`config.mk`:
```
export PLATFORM = sky130hd
export DESIGN_NAME = txdata_gearbox
export DESIGN_NICKNAME = d
export VERILOG_FILES = /design/src/rtl/txdata_pkg.sv /design/src/rtl/prbs7_lane.sv /design/src/rtl/txdata_gearbox.sv
export SDC_FILE = /design/constraint.sdc
export NUM_CORES = 1
export LEC_CHECK = 0
export ABC_AREA = 1
export CAP_MARGIN = 20
export CORE_MARGIN = 8
export CORE_UTILIZATION = 57
export DETAILED_ROUTE_END_ITERATION = 10
export GPL_TIMING_DRIVEN = 0
export MAX_ROUTING_LAYER = met4
export PLACE_DENSITY = 0.8
export SETUP_SLACK_MARGIN = 0.15
export SLEW_MARGIN = 20
export SYNTH_ARGS = -nofsm -noshare
export SYNTH_HDL_FRONTEND = slang
export SYNTH_HIERARCHICAL = 1
export SYNTH_SLANG_ARGS = --single-unit
```
`constraint.sdc`:
```
create_clock -name clk -period 4.35 [get_ports clk]
set_input_delay 1.305 -clock clk [delete_from_list [all_inputs] [get_ports clk]]
set_output_delay 1.305 -clock clk [all_outputs]
set_load 0.005 [all_outputs]
```
`src/rtl/txdata_pkg.sv`:
```
// txdata_pkg: shared types and constants for the TX gearbox and its PRBS7 lane generators.
// Provides the pattern-mode enum, PRBS7 polynomial taps, the per-lane seed function and
// the width of the underflow statistics counter.
package txdata_pkg;

    typedef enum logic [1:0] {
        MODE_DATA  = 2'd0,
        MODE_PRBS7 = 2'd1,
        MODE_CLOCK = 2'd2,
        MODE_FIXED = 2'd3
    } txmode_t;

    // x^7 + x^6 + 1: feedback is state bit 6 xor state bit 5.
    localparam int PRBS7_LEN   = 7;
    localparam int PRBS7_TAP_A = 6;
    localparam int PRBS7_TAP_B = 5;

    localparam int UNDERFLOW_W = 16;

    // Distinct non-zero seed per lane so neighbouring lanes are decorrelated.
    function automatic logic [PRBS7_LEN-1:0] prbs7_seed(input int lane);
        prbs7_seed = PRBS7_LEN'((lane % 127) + 1);
    endfunction

endpackage

```
`src/rtl/prbs7_lane.sv`:
```
// prbs7_lane: one lane of PRBS7 (x^7+x^6+1), producing OUT_W new bits per clock, bit 0 first.
// Ports: clk, rst (sync, reloads seed), en (advance this cycle), seed, out (current chunk).
// Latency: out is combinational from the current state; state steps OUT_W bits when en=1.
module prbs7_lane
    import txdata_pkg::*;
#(
    parameter int OUT_W = 8
) (
    input  logic                 clk,
    input  logic                 rst,
    input  logic                 en,
    input  logic [PRBS7_LEN-1:0] seed,
    output logic [OUT_W-1:0]     out
);

    logic [PRBS7_LEN-1:0] state_q;
    logic [PRBS7_LEN-1:0] state_d;
    logic                 fb;

    // Unroll OUT_W single-bit LFSR steps; each new feedback bit is also the output bit.
    always_comb begin
        state_d = state_q;
        out     = '0;
        fb      = 1'b0;
        for (int b = 0; b < OUT_W; b++) begin
            fb      = state_d[PRBS7_TAP_A] ^ state_d[PRBS7_TAP_B];
            state_d = {state_d[PRBS7_LEN-2:0], fb};
            out[b]  = fb;
        end
    end

    always_ff @(posedge clk) begin
        if (rst) begin
            state_q <= seed;
        end else if (en) begin
            state_q <= state_d;
        end
    end

endmodule

```
`src/rtl/txdata_gearbox.sv`:
```
// txdata_gearbox: multi-lane TX gearbox, wide per-lane words -> OUT_W-bit chunks with pattern modes.
// Latency: a word held in the buffer at a slot boundary shows chunk 0 two edges later, chunk k at +k.
// Backpressure: in_ready = buffer empty, or last chunk of a DATA slot (buffer drains that edge).
// Ports: clk/rst (sync active-high); in_valid/in_ready/in_data word handshake; mode, lane_en,
//        fixed_pat, clr_stats controls; out_data/out_valid registered chunks; underflow_cnt stats.
module txdata_gearbox
    import txdata_pkg::*;
#(
    parameter int LANES         = 4,
    parameter int SERDES_STAGES = 3,
    parameter int OUT_W         = 2**SERDES_STAGES,
    parameter int IN_W          = 32
) (
    input  logic                   clk,
    input  logic                   rst,
    input  logic                   in_valid,
    output logic                   in_ready,
    input  logic [LANES*IN_W-1:0]  in_data,
    input  logic [1:0]             mode,
    input  logic [LANES-1:0]       lane_en,
    input  logic [OUT_W-1:0]       fixed_pat,
    input  logic                   clr_stats,
    output logic [LANES*OUT_W-1:0] out_data,
    output logic                   out_valid,
    output logic [UNDERFLOW_W-1:0] underflow_cnt
);

    localparam int RATIO  = IN_W / OUT_W;
    localparam int CIDX_W = $clog2(RATIO);
    localparam logic [CIDX_W-1:0] CIDX_LAST = CIDX_W'(RATIO - 1);

    logic [CIDX_W-1:0]        cidx_q,      cidx_d;
    logic [LANES*IN_W-1:0]    buf_q,       buf_d;
    logic                     buf_full_q,  buf_full_d;
    logic [LANES*IN_W-1:0]    slot_q,      slot_d;
    logic                     slot_vld_q,  slot_vld_d;
    txmode_t                  mode_q,      mode_d;
    logic [LANES*OUT_W-1:0]   out_data_q,  out_data_d;
    logic                     out_valid_q, out_valid_d;
    logic [UNDERFLOW_W-1:0]   uf_q,        uf_d;

    txmode_t                  mode_in;
    logic                     boundary;
    logic                     xfer;
    logic                     load_slot;
    logic                     underflow;
    logic [OUT_W-1:0]         clk_pat;
    logic [OUT_W-1:0]         lane_chunk;
    logic [LANES-1:0][OUT_W-1:0] prbs_out;

    // Per-lane PRBS generators; they only advance while the active slot is PRBS7.
    for (genvar g = 0; g < LANES; g++) begin : g_prbs
        prbs7_lane #(
            .OUT_W (OUT_W)
        ) u_prbs (
            .clk  (clk),
            .rst  (rst),
            .en   (mode_q == MODE_PRBS7),
            .seed (prbs7_seed(g)),
            .out  (prbs_out[g])
        );
    end

    assign mode_in  = txmode_t'(mode);
    assign boundary = (cidx_q == CIDX_LAST);

    // Readiness looks at the mode of the slot now ending, since the next mode is an input.
    // If mode leaves DATA exactly on a boundary while the buffer is full, an accepted word
    // replaces the buffered one.
    assign in_ready  = !buf_full_q || (boundary && mode_q == MODE_DATA);
    assign xfer      = in_valid && in_ready;
    assign load_slot = boundary && (mode_in == MODE_DATA) && buf_full_q;
    assign underflow = boundary && (mode_in == MODE_DATA) && !buf_full_q;

    // Control state: chunk counter, holding buffer, slot register, statistics.
    always_comb begin
        cidx_d     = boundary ? '0 : cidx_q + CIDX_W'(1);
        buf_d      = xfer ? in_data : buf_q;
        buf_full_d = buf_full_q;
        if (load_slot) buf_full_d = 1'b0;
        if (xfer)      buf_full_d = 1'b1;

        slot_d     = load_slot ? buf_q : slot_q;
        slot_vld_d = slot_vld_q;
        mode_d     = mode_q;
        if (boundary) begin
            mode_d     = mode_in;
            slot_vld_d = (mode_in != MODE_DATA) || buf_full_q;
        end

        uf_d = uf_q;
        if (underflow && uf_q != '1) uf_d = uf_q + UNDERFLOW_W'(1);
        if (clr_stats)               uf_d = '0;
    end

    // Chunk selection for the current cidx, registered into out_data next edge.
    always_comb begin
        clk_pat = '0;
        for (int b = 0; b < OUT_W; b++) begin
            clk_pat[b] = ((b % 2) == 0);
        end

        out_data_d = '0;
        lane_chunk = '0;
        for (int l = 0; l < LANES; l++) begin
            case (mode_q)
                MODE_DATA:  lane_chunk = slot_q[l*IN_W + int'(cidx_q)*OUT_W +: OUT_W];
                MODE_PRBS7: lane_chunk = prbs_out[l];
                MODE_CLOCK: lane_chunk = clk_pat;
                MODE_FIXED: lane_chunk = fixed_pat;
                default:    lane_chunk = '0;
            endcase
            // Idle slots and disabled lanes send zeros; consumption is unaffected.
            if (!slot_vld_q || !lane_en[l]) lane_chunk = '0;
            out_data_d[l*OUT_W +: OUT_W] = lane_chunk;
        end
        out_valid_d = slot_vld_q;
    end

    always_ff @(posedge clk) begin
        if (rst) begin
            cidx_q      <= '0;
            buf_q       <= '0;
            buf_full_q  <= 1'b0;
            slot_q      <= '0;
            slot_vld_q  <= 1'b0;
            mode_q      <= MODE_DATA;
            out_data_q  <= '0;
            out_valid_q <= 1'b0;
            uf_q        <= '0;
        end else begin
            cidx_q      <= cidx_d;
            buf_q       <= buf_d;
            buf_full_q  <= buf_full_d;
            slot_q      <= slot_d;
            slot_vld_q  <= slot_vld_d;
            mode_q      <= mode_d;
            out_data_q  <= out_data_d;
            out_valid_q <= out_valid_d;
            uf_q        <= uf_d;
        end
    end

    assign out_data      = out_data_q;
    assign out_valid     = out_valid_q;
    assign underflow_cnt = uf_q;

endmodule

```
==> metrics.md <==
| Metric | Value |
|---|---|
| Status | `complete, no violations` |
| Initial antenna violation count | `0` |
| Critical path cell sequence | `clkdlybuf4s50_1 > inv_1 > clkbuf_1 > clkbuf_1 > o21ai_0 > nor2_1` |
| Worst hold path class | `reg -> reg` |
| Final ANT Viol Nets | `0` |
| Reg2reg start | `cidx_q[0]` |
| H-tree lvl count | `2` |
| Hold Path End | `slot_q[7]` |
| Post-CTS Repair Setup Buffers | `0` |
| Hold Crit Depth | `2` |
| Congestion Overflow GR | `0` |
| Dpl hpwl | `29.5 mm` |
| Met2 Use GR | `0.426` |
| Design area | `17700 sq um` |
| Critical path endpoint category | `flip-flop` |
| Fillers | `1992` |
| Max clock buf depth | `3` |
| Worst path most repeated cell | `clkbuf_1` |
| GRT met1 Usage | `0.328` |
| IO buf count | `195` |
| Resized cells post-CTS | `0` |
| Crit share post-route | `0.786` |
| # hold bufs at CTS | `0` |
| Io pins | `196` |
| Vias per cell | `5.24` |
| Cell row count | `57` |
| R2R Setup Slk | `2.18 ns` |
| Sequential area share after synthesis | `0.500` |
| TNS Setup | `0 ns` |
| Power Density | `413 nW/um^2` |
| TritonCTS clock tree | `built` |
| Final setup viols | `0` |
| Initial DRC Count | `1098` |
| Synth Register Bits | `339` |
| Core Util, Final | `0.729` |
| Die width | `174 microns` |
| GRT Total Usage | `0.262` |
| Final Max Slew Viols | `0` |
| Max Clock Freq | `292 MHz` |
| EDFF count, synth | `28` |
| Async set-reset flop share out of synthesis | `0` |
| First-pass iteration count of the detailed router | `5` |
| Worst Setup Start Kind | `primary input` |
| Placed Instances | `2440` |
| CTS clk-pin slew, worst paths | `0.06 ns` |
| Mapped Cells | `1895` |
| Worst hold slack | `0.446 ns` |
| Critical Path AT | `3.88 ns` |
| Met3 global-route usage | `0.0401` |
| R2R Path End | `slot_q[29]` |
| Post-route insts no fill | `2504` |
| Post-route minimum period | `3.42 ns` |
| Residual DRC | `0` |
| Gpl congestion | `0.985` |
| VDD IR max | `0.317 mV` |
| Global-route wire length before repair | `63.0 mm` |
| RSZ-0062 raised after global routing | `false` |
| Layout cells sized above 1 | `0.0661` |
| Syn Area/Cell | `7.46 sq um` |
| Slowest CP cell | `clkdlybuf4s50_1` |
| Clk_skew | `0.0185 ns` |
| Post-Syn Area | `14100 sq um` |
| Fin. Hold Viols | `0` |
| WL/cell | `15.8 microns` |
| Ant. Diodes | `0` |
| Initial Utilization | `0.582` |
| YS warnings | `6` |
| WL final | `39.5 mm` |
| Synth cell types | `34` |
| Layer with the highest usage | `met2` |
| Clk Tree Root Cell | `clkbuf_16` |
| Number of max-cap violations | `0` |
| Clock sink total | `339` |
| Hold path start | `slot_q[7]` |
| Crit Path Max Fanout | `11` |
| Rel. slew slack | `0.488` |
| LEAKAGE | `0.00709 uW` |
| Area Overhead vs Synth | `25.3%` |
| Die Height | `174 microns` |
| Pin count of the biggest net entering global routing | `14` |
| Core area | `24300 sq um` |
| Placed instance area | `16600 sq um` |
| Nets | `2302` |
| Main synth FF type | `dfxtp_1` |
| Crit Path Class | `in -> reg` |
| Worst reg2reg path depth | `5` |
| Crit path largest cell delay | `0.82 ns` |
| Worst skew pair latency | `0.53 ns` |
| Worst EP required | `4.81 ns` |
| Full die area | `30100 sq um` |
| Vias post-DR | `13100` |
| CTS Buf Count | `35` |
| Vias in the first global route | `12500` |
| Least-Margin Pin Slew | `0.759 ns` |
synthesized netlist by cell type (all sizes together) (2+ instances only):
cell,n,area share
a21oi,215,0.076
a31oi,7,0.0031
and2,8,0.0035
buf,57,0.031
clkbuf,65,0.017
conb,2,0.00053
dfxtp,311,0.44
edfxtp,28,0.059
ha,3,0.0027
inv,175,0.047
nand2,302,0.084
nand3,25,0.0092
nand4,6,0.0027
nor2,330,0.088
nor3,3,0.0011
o211ai,15,0.0080
o21ai,318,0.11
or2,5,0.0022
xor2,16,0.0099
where the power goes:
| part | internal (uW) | switching [uW] |
|---|---|---|
| Sequential | 3320 | 98.8 |
| Clock | 1690 | 1190 |
| Combinational | 413 | 606 |
through the flow:
stage,power (uW),setup slack [ns]
6_report,7320,0.931
3_5_place_dp,4480,0.512
3_3_place_gp,4450,0.610
2_1_floorplan,4080,2.12
5_1_grt,7610,0.839
4_1_cts,7330,0.988
worst max path at each step:
stage          slack, ns           to  startpoint
6_report            0.93    buf_q[60]         rst
4_1_cts             0.99    buf_q[60]         rst
3_3_place_gp        0.61    buf_q[57]         rst
2_1_floorplan       2.12  slot_q[126]     mode[1]
3_5_place_dp        0.51    buf_q[57]         rst
5_1_grt             0.84    buf_q[60]         rst
flip-flops by register name, indices dropped and copies added, names as in the netlist:
register               count
buf_full_q                 1
buf_q                    128
cidx_q                     2
g_prbs.u_prbs/state_q     28
mode_q                     2
out_data                  32
out_valid                  1
out_valid_d                1
slot_q                   128
underflow_cnt             16
logic make-up (layout without fill, tap and decap cells):
| kind of cell | after synthesis | after routing | share of synthesized area |
|---|---|---|---|
| flip-flops | 339 | 339 | 0.500 |
| XOR/XNOR | 17 | 17 | 0.0105 |
| buffers and inverters | 297 | 556 | 0.0947 |
| other | 2 | 28 | 0.000531 |
| adder cells (fa/ha/maj) | 3 | 3 | 0.00265 |
| AO/OA/AOI/OAI | 556 | 556 | 0.200 |
| AND/OR/NAND/NOR | 681 | 681 | 0.192 |
layout by cell type, fill, tap and decap left out, types with 3 or more instances in the layout:
cell type,count
o21ai_0,273
nand3_1,24
clkbuf_1,79
clkinv_2,3
clkbuf_8,9
o21ai_1,45
ha_1,3
inv_2,11
a21oi_1,215
or2_1,4
and2_1,8
a31oi_1,7
buf_6,15
edfxtp_1,28
nand2_2,21
nand2_1,280
clkbuf_16,36
nor2_1,329
nand4_1,6
inv_1,163
buf_4,19
o211ai_1,15
buf_2,22
dfxtp_1,311
nor3_1,3
conb_1,28
clkdlybuf4s50_1,195
xor2_1,16
area by class of cell:
cell class                 instances  area (sq um)  share of cell area
multi-input combinational       1285          5840               0.329
inverter                         175           659              0.0372
buffer                           122           681              0.0384
sequential                       339          7070               0.399
clock inverter                     5          40.0             0.00226
clock buffer                      59          1080              0.0608
tap                              324           405              0.0229
timing repair buffer             195          1950               0.110
metal layers:
| layer | vias to the layer above | part of all wire |
|---|---|---|
| met4 | 0 | 0.027 |
| met1 | 5932 | 0.42 |
| met5 | - | 0 |
| met2 | 489 | 0.47 |
| met3 | 80 | 0.073 |
| li1 | 6623 | - |
critical path, delay by kind of cell:
family | cells | cell delay [ns]
compound gates | 1 | 0.19
buf+inv | 4 | 2.23
simple gates | 1 | 0.14
(Power assumes the default switching activity.)
